<file path="src/rtl/lcd_pkg.sv">
// Shared definitions for the LCD picture blitter.
//   - ILI9486 command opcodes emitted ahead of the pixel stream
//   - output pixel format encodings
//   - blitter FSM state type
//   - RGB888 -> RGB565 packing helper
package lcd_pkg;

    localparam logic [7:0] CMD_CASET = 8'h2A;   // column address set
    localparam logic [7:0] CMD_PASET = 8'h2B;   // page (row) address set
    localparam logic [7:0] CMD_RAMWR = 8'h2C;   // memory write

    localparam int FMT_RGB888 = 0;
    localparam int FMT_RGB565 = 1;

    // Index of the last word in the 11-word window/command preamble.
    localparam logic [3:0] CMD_LAST_IDX = 4'd10;

    typedef enum logic [1:0] {
        IDLE = 2'd0,
        CMD  = 2'd1,
        PIX  = 2'd2,
        DONE = 2'd3
    } state_t;

    // Packed {r,g,b} 8:8:8 -> {r[7:3], g[7:2], b[7:3]}.
    function automatic logic [15:0] rgb565(input logic [23:0] p);
        return {p[23:19], p[15:10], p[7:3]};
    endfunction

endpackage

</file>
<file path="src/rtl/lcd_picture_blit_if.sv">
// Output word stream from the blitter towards the LCD bus writer.
//   out_valid : word valid (master)
//   out_ready : downstream accept (slave)
//   out_dc    : 0 = command, 1 = data/parameter (master)
//   out_data  : output word, PIX_W bits (master)
interface lcd_picture_blit_if #(
    parameter int PIX_W = 24
);
    logic             out_valid;
    logic             out_ready;
    logic             out_dc;
    logic [PIX_W-1:0] out_data;

    modport master (output out_valid, output out_dc, output out_data, input out_ready);
    modport slave  (input out_valid, input out_dc, input out_data, output out_ready);
endinterface

</file>
<file path="src/rtl/lcd_pix_fifo.sv">
// Small show-ahead skid FIFO for returning pixels.
//   clk, rst_n : clock, asynchronous active-low reset (clears pointers/count)
//   push/wr_data : write request and data
//   pop          : read request; rd_data always shows the head entry
//   full, empty, count : occupancy status
// The head must be visible combinationally so the output word stays stable
// under backpressure without an extra register stage, so storage is read
// asynchronously (a handful of entries, maps to distributed RAM).
module lcd_pix_fifo #(
    parameter int WIDTH = 24,
    parameter int DEPTH = 4,
    localparam int AW   = $clog2(DEPTH)
) (
    input  logic             clk,
    input  logic             rst_n,
    input  logic             push,
    input  logic [WIDTH-1:0] wr_data,
    input  logic             pop,
    output logic [WIDTH-1:0] rd_data,
    output logic             full,
    output logic             empty,
    output logic [AW:0]      count
);
    logic [WIDTH-1:0] mem [DEPTH];
    logic [AW-1:0]    wr_ptr_reg, rd_ptr_reg;
    logic [AW:0]      count_reg;
    logic             do_push, do_pop;

    assign empty   = (count_reg == '0);
    assign full    = (count_reg == (AW+1)'(DEPTH));
    assign count   = count_reg;
    assign rd_data = mem[rd_ptr_reg];

    // A push into a full FIFO is fine when the same cycle pops.
    assign do_pop  = pop && !empty;
    assign do_push = push && (!full || do_pop);

    always_ff @(posedge clk) begin
        if (do_push) begin
            mem[wr_ptr_reg] <= wr_data;
        end
    end

    always_ff @(posedge clk or negedge rst_n) begin
        if (!rst_n) begin
            wr_ptr_reg <= '0;
            rd_ptr_reg <= '0;
            count_reg  <= '0;
        end else begin
            if (do_push) wr_ptr_reg <= wr_ptr_reg + AW'(1);
            if (do_pop)  rd_ptr_reg <= rd_ptr_reg + AW'(1);
            case ({do_push, do_pop})
                2'b10:   count_reg <= count_reg + (AW+1)'(1);
                2'b01:   count_reg <= count_reg - (AW+1)'(1);
                default: count_reg <= count_reg;
            endcase
        end
    end
endmodule

</file>
<file path="src/rtl/lcd_picture_blit.sv">
// LCD picture blitter for the ILI9486 path.
// Emits CASET/PASET window words and RAMWR, then streams a win_w x win_h
// rectangle of pixels read row-major from frame RAM starting at base_addr.
//   clk, rst_n         : clock, asynchronous active-low reset
//   start              : one-cycle launch (ignored while a transfer runs)
//   x, y, win_w, win_h : window origin and size
//   base_addr          : RAM address of the first pixel
//   busy, done         : transfer in progress / one-cycle completion pulse
//   ram_addr, ram_rd_en, ram_data : RAM read port, data RAM_LAT cycles later
//   ob                 : valid/ready output word stream (dc + data)
module lcd_picture_blit
    import lcd_pkg::*;
#(
    parameter int ADDR_W     = 18,
    parameter int COORD_W    = 16,
    parameter int PIX_W      = 24,
    parameter int RAM_LAT    = 1,
    parameter int FIFO_DEPTH = 4,
    parameter int OUT_FMT    = FMT_RGB888
) (
    input  logic               clk,
    input  logic               rst_n,
    input  logic               start,
    input  logic [COORD_W-1:0] x,
    input  logic [COORD_W-1:0] y,
    input  logic [COORD_W-1:0] win_w,
    input  logic [COORD_W-1:0] win_h,
    input  logic [ADDR_W-1:0]  base_addr,
    output logic               busy,
    output logic               done,
    output logic [ADDR_W-1:0]  ram_addr,
    output logic               ram_rd_en,
    input  logic [PIX_W-1:0]   ram_data,
    lcd_picture_blit_if.master ob
);
    localparam int CNT_W = $clog2(FIFO_DEPTH) + 1;
    localparam logic [CNT_W:0] CREDITS = (CNT_W+1)'(FIFO_DEPTH);

    state_t             state_reg, state_next;
    logic [COORD_W-1:0] xs_reg, ys_reg, xe_reg, ye_reg, w_reg, h_reg;
    logic [COORD_W-1:0] rd_col_reg, rd_row_reg, pop_col_reg, pop_row_reg;
    logic               rd_all_reg;
    logic [3:0]         cmd_idx_reg;
    logic [ADDR_W-1:0]  addr_reg;
    logic [CNT_W-1:0]   in_flight_reg;

    logic               rd_issue, capture, fifo_pop, fifo_full, fifo_empty;
    logic [CNT_W-1:0]   fifo_count;
    logic [PIX_W-1:0]   fifo_wr_data, fifo_rd_data;
    logic [7:0]         cmd_byte;
    logic               cmd_dc;
    logic               pop_last;
    logic [15:0]        xs16, xe16, ys16, ye16;

    assign xs16 = 16'(xs_reg);
    assign xe16 = 16'(xe_reg);
    assign ys16 = 16'(ys_reg);
    assign ye16 = 16'(ye_reg);

    // Outstanding reads plus buffered pixels never exceed the FIFO depth,
    // so every returning word has a guaranteed slot.
    assign rd_issue = (state_reg == PIX) && !rd_all_reg && !fifo_full &&
                      (({1'b0, in_flight_reg} + {1'b0, fifo_count}) < CREDITS);
    assign ram_rd_en = rd_issue;
    assign ram_addr  = addr_reg;

    assign pop_last = (pop_col_reg == w_reg - COORD_W'(1)) &&
                      (pop_row_reg == h_reg - COORD_W'(1));

    // Read-tag pipe: one stage per cycle of RAM latency; the last stage
    // marks the cycle in which ram_data belongs to an issued read.
    for (genvar gi = 0; gi < RAM_LAT; gi++) begin : g_lat
        logic tag_reg;
        if (gi == 0) begin : g_first
            always_ff @(posedge clk or negedge rst_n) begin
                if (!rst_n) tag_reg <= 1'b0;
                else        tag_reg <= rd_issue;
            end
        end else begin : g_next
            always_ff @(posedge clk or negedge rst_n) begin
                if (!rst_n) tag_reg <= 1'b0;
                else        tag_reg <= g_lat[gi-1].tag_reg;
            end
        end
    end
    assign capture = g_lat[RAM_LAT-1].tag_reg;

    if (OUT_FMT == FMT_RGB565) begin : g_565
        assign fifo_wr_data = PIX_W'(rgb565(ram_data));
    end else begin : g_888
        assign fifo_wr_data = ram_data;
    end

    lcd_pix_fifo #(.WIDTH(PIX_W), .DEPTH(FIFO_DEPTH)) u_fifo (
        .clk     (clk),
        .rst_n   (rst_n),
        .push    (capture),
        .wr_data (fifo_wr_data),
        .pop     (fifo_pop),
        .rd_data (fifo_rd_data),
        .full    (fifo_full),
        .empty   (fifo_empty),
        .count   (fifo_count)
    );

    always_comb begin
        cmd_byte = CMD_RAMWR;
        cmd_dc   = 1'b1;
        case (cmd_idx_reg)
            4'd0:    begin cmd_byte = CMD_CASET; cmd_dc = 1'b0; end
            4'd1:    cmd_byte = xs16[15:8];
            4'd2:    cmd_byte = xs16[7:0];
            4'd3:    cmd_byte = xe16[15:8];
            4'd4:    cmd_byte = xe16[7:0];
            4'd5:    begin cmd_byte = CMD_PASET; cmd_dc = 1'b0; end
            4'd6:    cmd_byte = ys16[15:8];
            4'd7:    cmd_byte = ys16[7:0];
            4'd8:    cmd_byte = ye16[15:8];
            4'd9:    cmd_byte = ye16[7:0];
            default: begin cmd_byte = CMD_RAMWR; cmd_dc = 1'b0; end
        endcase
    end

    always_ff @(posedge clk or negedge rst_n) begin
        if (!rst_n) state_reg <= IDLE;
        else        state_reg <= state_next;
    end

    always_comb begin
        state_next   = state_reg;
        busy         = 1'b0;
        done         = 1'b0;
        ob.out_valid = 1'b0;
        ob.out_dc    = 1'b0;
        ob.out_data  = '0;
        fifo_pop     = 1'b0;
        case (state_reg)
            IDLE: begin
                if (start) begin
                    state_next = (win_w == '0 || win_h == '0) ? DONE : CMD;
                end
            end
            CMD: begin
                busy         = 1'b1;
                ob.out_valid = 1'b1;
                ob.out_dc    = cmd_dc;
                ob.out_data  = PIX_W'(cmd_byte);
                if (ob.out_ready && cmd_idx_reg == CMD_LAST_IDX) state_next = PIX;
            end
            PIX: begin
                busy         = 1'b1;
                ob.out_valid = !fifo_empty;
                ob.out_dc    = !fifo_empty;
                ob.out_data  = fifo_empty ? '0 : fifo_rd_data;
                fifo_pop     = ob.out_ready && !fifo_empty;
                if (fifo_pop && pop_last) state_next = DONE;
            end
            default: begin
                done       = 1'b1;
                state_next = IDLE;
            end
        endcase
    end

    always_ff @(posedge clk or negedge rst_n) begin
        if (!rst_n) begin
            xs_reg <= '0; ys_reg <= '0; xe_reg <= '0; ye_reg <= '0;
            w_reg  <= '0; h_reg  <= '0;
            rd_col_reg  <= '0; rd_row_reg  <= '0; rd_all_reg <= 1'b0;
            pop_col_reg <= '0; pop_row_reg <= '0;
            cmd_idx_reg <= '0;
            addr_reg    <= '0;
            in_flight_reg <= '0;
        end else begin
            if (state_reg == IDLE && start) begin
                xs_reg <= x;
                ys_reg <= y;
                xe_reg <= x + win_w - COORD_W'(1);
                ye_reg <= y + win_h - COORD_W'(1);
                w_reg  <= win_w;
                h_reg  <= win_h;
                addr_reg    <= base_addr;
                rd_col_reg  <= '0;
                rd_row_reg  <= '0;
                rd_all_reg  <= 1'b0;
                pop_col_reg <= '0;
                pop_row_reg <= '0;
                cmd_idx_reg <= '0;
            end
            if (state_reg == CMD && ob.out_ready) begin
                cmd_idx_reg <= cmd_idx_reg + 4'd1;
            end
            // Row-major linear index is contiguous, so the address simply
            // increments; row/col counters only detect the final read.
            if (rd_issue) begin
                addr_reg <= addr_reg + ADDR_W'(1);
                if (rd_col_reg == w_reg - COORD_W'(1)) begin
                    rd_col_reg <= '0;
                    if (rd_row_reg == h_reg - COORD_W'(1)) rd_all_reg <= 1'b1;
                    else rd_row_reg <= rd_row_reg + COORD_W'(1);
                end else begin
                    rd_col_reg <= rd_col_reg + COORD_W'(1);
                end
            end
            if (fifo_pop) begin
                if (pop_col_reg == w_reg - COORD_W'(1)) begin
                    pop_col_reg <= '0;
                    pop_row_reg <= pop_row_reg + COORD_W'(1);
                end else begin
                    pop_col_reg <= pop_col_reg + COORD_W'(1);
                end
            end
            case ({rd_issue, capture})
                2'b10:   in_flight_reg <= in_flight_reg + CNT_W'(1);
                2'b01:   in_flight_reg <= in_flight_reg - CNT_W'(1);
                default: in_flight_reg <= in_flight_reg;
            endcase
        end
    end
endmodule

</file>
<file path="src/flat_wrapper.sv">
// flat-port wrapper written by rule: the top's interface ports become plain ports
module lcd_picture_blit_flat import lcd_pkg::*;
#(
    parameter int ADDR_W     = 18,
    parameter int COORD_W    = 16,
    parameter int PIX_W      = 24,
    parameter int RAM_LAT    = 1,
    parameter int FIFO_DEPTH = 4,
    parameter int OUT_FMT    = FMT_RGB888
)
  (clk, rst_n, start, x, y, win_w, win_h, base_addr, busy, done, ram_addr, ram_rd_en, ram_data, ob_out_valid, ob_out_dc, ob_out_data, ob_out_ready);
  lcd_picture_blit_if #(.PIX_W(PIX_W)) ob_i ();
  input  logic clk;
  input  logic rst_n;
  input  logic start;
  input  logic [COORD_W-1:0] x;
  input  logic [COORD_W-1:0] y;
  input  logic [COORD_W-1:0] win_w;
  input  logic [COORD_W-1:0] win_h;
  input  logic [ADDR_W-1:0] base_addr;
  output logic busy;
  output logic done;
  output logic [ADDR_W-1:0] ram_addr;
  output logic ram_rd_en;
  input  logic [PIX_W-1:0] ram_data;
  output wire logic [$bits(ob_i.out_valid)-1:0] ob_out_valid;
  output wire logic [$bits(ob_i.out_dc)-1:0] ob_out_dc;
  output wire logic [$bits(ob_i.out_data)-1:0] ob_out_data;
  input wire logic [$bits(ob_i.out_ready)-1:0] ob_out_ready;
  assign ob_out_valid = ob_i.out_valid;
  assign ob_out_dc = ob_i.out_dc;
  assign ob_out_data = ob_i.out_data;
  assign ob_i.out_ready = ob_out_ready;
  lcd_picture_blit #(.ADDR_W(ADDR_W), .COORD_W(COORD_W), .PIX_W(PIX_W), .RAM_LAT(RAM_LAT), .FIFO_DEPTH(FIFO_DEPTH), .OUT_FMT(OUT_FMT)) u_core (.clk(clk), .rst_n(rst_n), .start(start), .x(x), .y(y), .win_w(win_w), .win_h(win_h), .base_addr(base_addr), .busy(busy), .done(done), .ram_addr(ram_addr), .ram_rd_en(ram_rd_en), .ram_data(ram_data), .ob(ob_i));
endmodule
</file>
<file path="config.mk">
export PLATFORM = sky130hd
export DESIGN_NAME = lcd_picture_blit_flat
export DESIGN_NICKNAME = d
export VERILOG_FILES = /design/src/rtl/lcd_pkg.sv /design/src/rtl/lcd_picture_blit_if.sv /design/src/rtl/lcd_pix_fifo.sv /design/src/rtl/lcd_picture_blit.sv /design/src/flat_wrapper.sv
export SDC_FILE = /design/constraint.sdc
export NUM_CORES = 1
export LEC_CHECK = 0
export BUFFER_PORTS_ARGS = -buffer_cell sky130_fd_sc_hd__buf_2
export CORE_ASPECT_RATIO = 1.25
export CORE_UTILIZATION = 50
export CTS_BUF_LIST = sky130_fd_sc_hd__clkbuf_8
export DETAILED_ROUTE_END_ITERATION = 16
export GPL_ROUTABILITY_DRIVEN = 1
export PLACE_DENSITY = 0.76
export SYNTH_ARGS = -nofsm -noshare
export SYNTH_HDL_FRONTEND = slang
export SYNTH_SLANG_ARGS = --single-unit
</file>
<file path="constraint.sdc">
create_clock -name clk -period 4.3 [get_ports clk]
set_clock_uncertainty 0.1 [all_clocks]
set_input_delay 0.43 -clock clk [delete_from_list [all_inputs] [get_ports clk]]
set_output_delay 0.43 -clock clk [all_outputs]
set_load 0.02 [all_outputs]
</file>
==> impl_metrics.json <==
{
  "root_buffer": "clkbuf_8",
  "critPathKind": "flip-flop to flip-flop",
  "dp_hpwl_um": 35500,
  "outcome": "finished clean",
  "ys_warn_count": 0,
  "period_share_pct": 91.0,
  "pwr-share-seq_pct": 36.5,
  "clkLatencyLatePin_ns": 0.60,
  "core_area_um2": 34800,
  "setup_violations": 0,
  "synth_most_common_cell": "nand2_1",
  "clockBufferDepth": 3,
  "die_w_um": 171,
  "syn_inst": 1895,
  "power.static_leakage_nw": 9.10,
  "ant_nets": 0,
  "initial_utilization_pct": 51.2,
  "p_clk_share_pct": 20.9,
  "netlist_top_cells_area": "dfrtp_1 (28%), edfxtp_1 (16%), ha_1 (5.6%)",
  "switching_share_pct": 42.4,
  "cp.required_ns": 4.68,
  "syn_nets": 2089,
  "fmax_ghz": 0.256,
  "cts_sinks": 292,
  "clk_pin_slew_worst_paths_ns": 0.06,
  "power_density_nw_per_um2": 607,
  "drive_gt1_share_pct": 14.3,
  "place.port_buffers": 156,
  "avgSynthCellArea_um2": 9.40,
  "grt_overflow_total": 0,
  "yosysUniqueCellTypes": 84,
  "yosysTopAreaCellShare_pct": 27.5,
  "final_util_pct": 58.6,
  "cts_made_buffers": 47,
  "cp_max_fo": 15,
  "drv_slew": 0,
  "synth_common_cells": "nand2_1 (205), dfrtp_1 (196), inv_1 (170)",
  "gp_congestion": 0.927,
  "routed_via_density": 5.84,
  "synth_seq_cells": 292,
  "end_kind": "flip-flop",
  "dieArea_um2": 36400,
  "drt-wirelength-per-cell_um": 19.4,
  "top_register": "u_core.u_fifo.mem",
  "wirelength_um": 49800,
  "p_int_w": 0.00712,
  "grtUsageTotal_pct": 28.0,
  "num_rows": 76,
  "grt_pass1_wl_um": 78700,
  "drt_iter0_markers": 1234,
  "remaining_drc_errors": 0,
  "nets": 2256,
  "grt_setup_unrepaired": "no",
  "hp-class": "primary input to flip-flop",
  "layout_min_cycle_time_ns": 3.91,
  "synthToLayoutAreaGrowth_pct": 14.6,
  "cts_tree": "yes",
  "largest_reg_flops": 96,
  "async_flop_share_pct": 67.1,
  "tns_ns": 0,
  "dpl-instance-area_um2": 18900,
  "yosysTopAreaCell": "dfrtp_1",
  "irDropWorstVdd_v": 0.000562,
  "switching_power_w": 0.00525,
  "antenna_found_initial": 2,
  "fin_area_um2": 20400,
  "fill_cells": 3001,
  "die_h_um": 213,
  "htree_levels": 2,
  "grt_pass1_vias": 14901,
  "grt_max_degree": 99,
  "seq_area_frac_synth_pct": 43.7,
  "cap_violations": 0,
  "hold_viol": 0,
  "synth-edff-count": 96,
  "slew_headroom_pct": 22.2,
  "power_frac_comb_pct": 42.7,
  "critPathLaunchType": "flip-flop",
  "ys.flop_type": "dfrtp_1",
  "worst_pin_slew_ns": 1.17,
  "rrSetupSlack_ns": 0.39,
  "drt-pass1-iter-count": 6,
  "io_pins": 157,
  "crit_arrival_ns": 4.29,
  "vias": 15015,
  "syn_area_um2": 17800
}
==> cells by family after synthesis <==
group	synth area share (%)
simple gates	18.8
compound gates	15.5
flops	43.7
buf+inv	6.06
xor+xnor	5.66
fa+ha+maj	6.07
mux	4.20
==> path summary, 6_finish.rpt <==
path,start,cells past startpoint,end
max reg2reg,u_core.w_reg[0],10,u_core.pop_col_reg[14]
max in group asynchronous,rst_n,3,u_core.rd_col_reg[1]
max,u_core.w_reg[0],10,u_core.pop_col_reg[14]
min,base_addr[3],3,u_core.ram_addr[3]
min in group asynchronous,rst_n,2,u_core.ye16[6]
min reg2reg,u_core.xs16[15],2,u_core.xs16[15]
==> power groups by stage <==
| stage | sequential (W) | clock (W) | combinational [W] |
|---|---|---|---|
| floorplan | 0.00414 | 0 | 0.00403 |
| global placement | 0.00450 | 0 | 0.00508 |
| detailed placement | 0.00454 | 0 | 0.00517 |
| CTS | 0.00450 | 0.00262 | 0.00523 |
| global route | 0.00461 | 0.00274 | 0.00584 |
| finish | 0.00452 | 0.00258 | 0.00528 |
==> layout make-up <==
cell class	instances	area (um2)	area share (%)
antenna	5	12.5	0.0613
clock buffer	56	771	3.78
clock inverter	29	231	1.13
inverter	171	642	3.15
multi-input combinational	1327	8960	43.9
sequential	292	7790	38.2
tap	468	586	2.87
timing repair buffer	223	1420	6.96
==> placed cells by master, fill, tap and decap left out, types with 55 or more instances in the layout <==
cell | netlist | routed
ha_1 | 80 | 80
buf_2 | 4 | 155
a21oi_1 | 68 | 68
inv_1 | 170 | 185
nor2_1 | 109 | 109
edfxtp_1 | 96 | 96
xnor2_1 | 69 | 69
and3_1 | 55 | 55
dfrtp_1 | 196 | 195
o21ai_0 | 147 | 147
nand2_1 | 205 | 204
nand3_1 | 65 | 65
clkbuf_8 | 0 | 57
==> stage by stage <==
step	hold WS (ns)	power [W]	cells	setup slack, ns
2_1_floorplan	0.0344	0.00817	1895	1.02
3_3_place_gp	0.362	0.00958	2435	0.487
3_5_place_dp	0.367	0.00970	2435	0.362
4_1_cts	0.0000701	0.0123	2566	0.359
5_1_grt	0.0154	0.0132	2567	0.0936
6_report	0.0312	0.0124	2571	0.389
==> timing repair <==
action	in CTS	in global routing
gates resized for setup	0	2
setup endpoints to repair	0	8
hold buffers	46	0
hold endpoints to repair	213	0
setup buffers	0	0
==> per-layer routing <==
layer  track usage (%)  routed length [um]  up-vias
met2              47.0               24200      513
met5                 0                   0        -
li1                  -                   -     7111
met4              13.3                2260        0
met3              6.27                3480      135
met1              33.9               19800     7256
==> worst max-delay path, cell delays in order, from the launching register on <==
cell and delay (ns):
dfrtp_1 0.45, inv_1 0.12, ha_1 0.52, nor3b_1 0.36, xnor2_1 0.15, nor4_2 0.34
nand4_2 0.17, or4_1 0.74, nand2_1 0.46, o21ai_0 0.17, a22o_1 0.20
(Power assumes the default switching activity.)
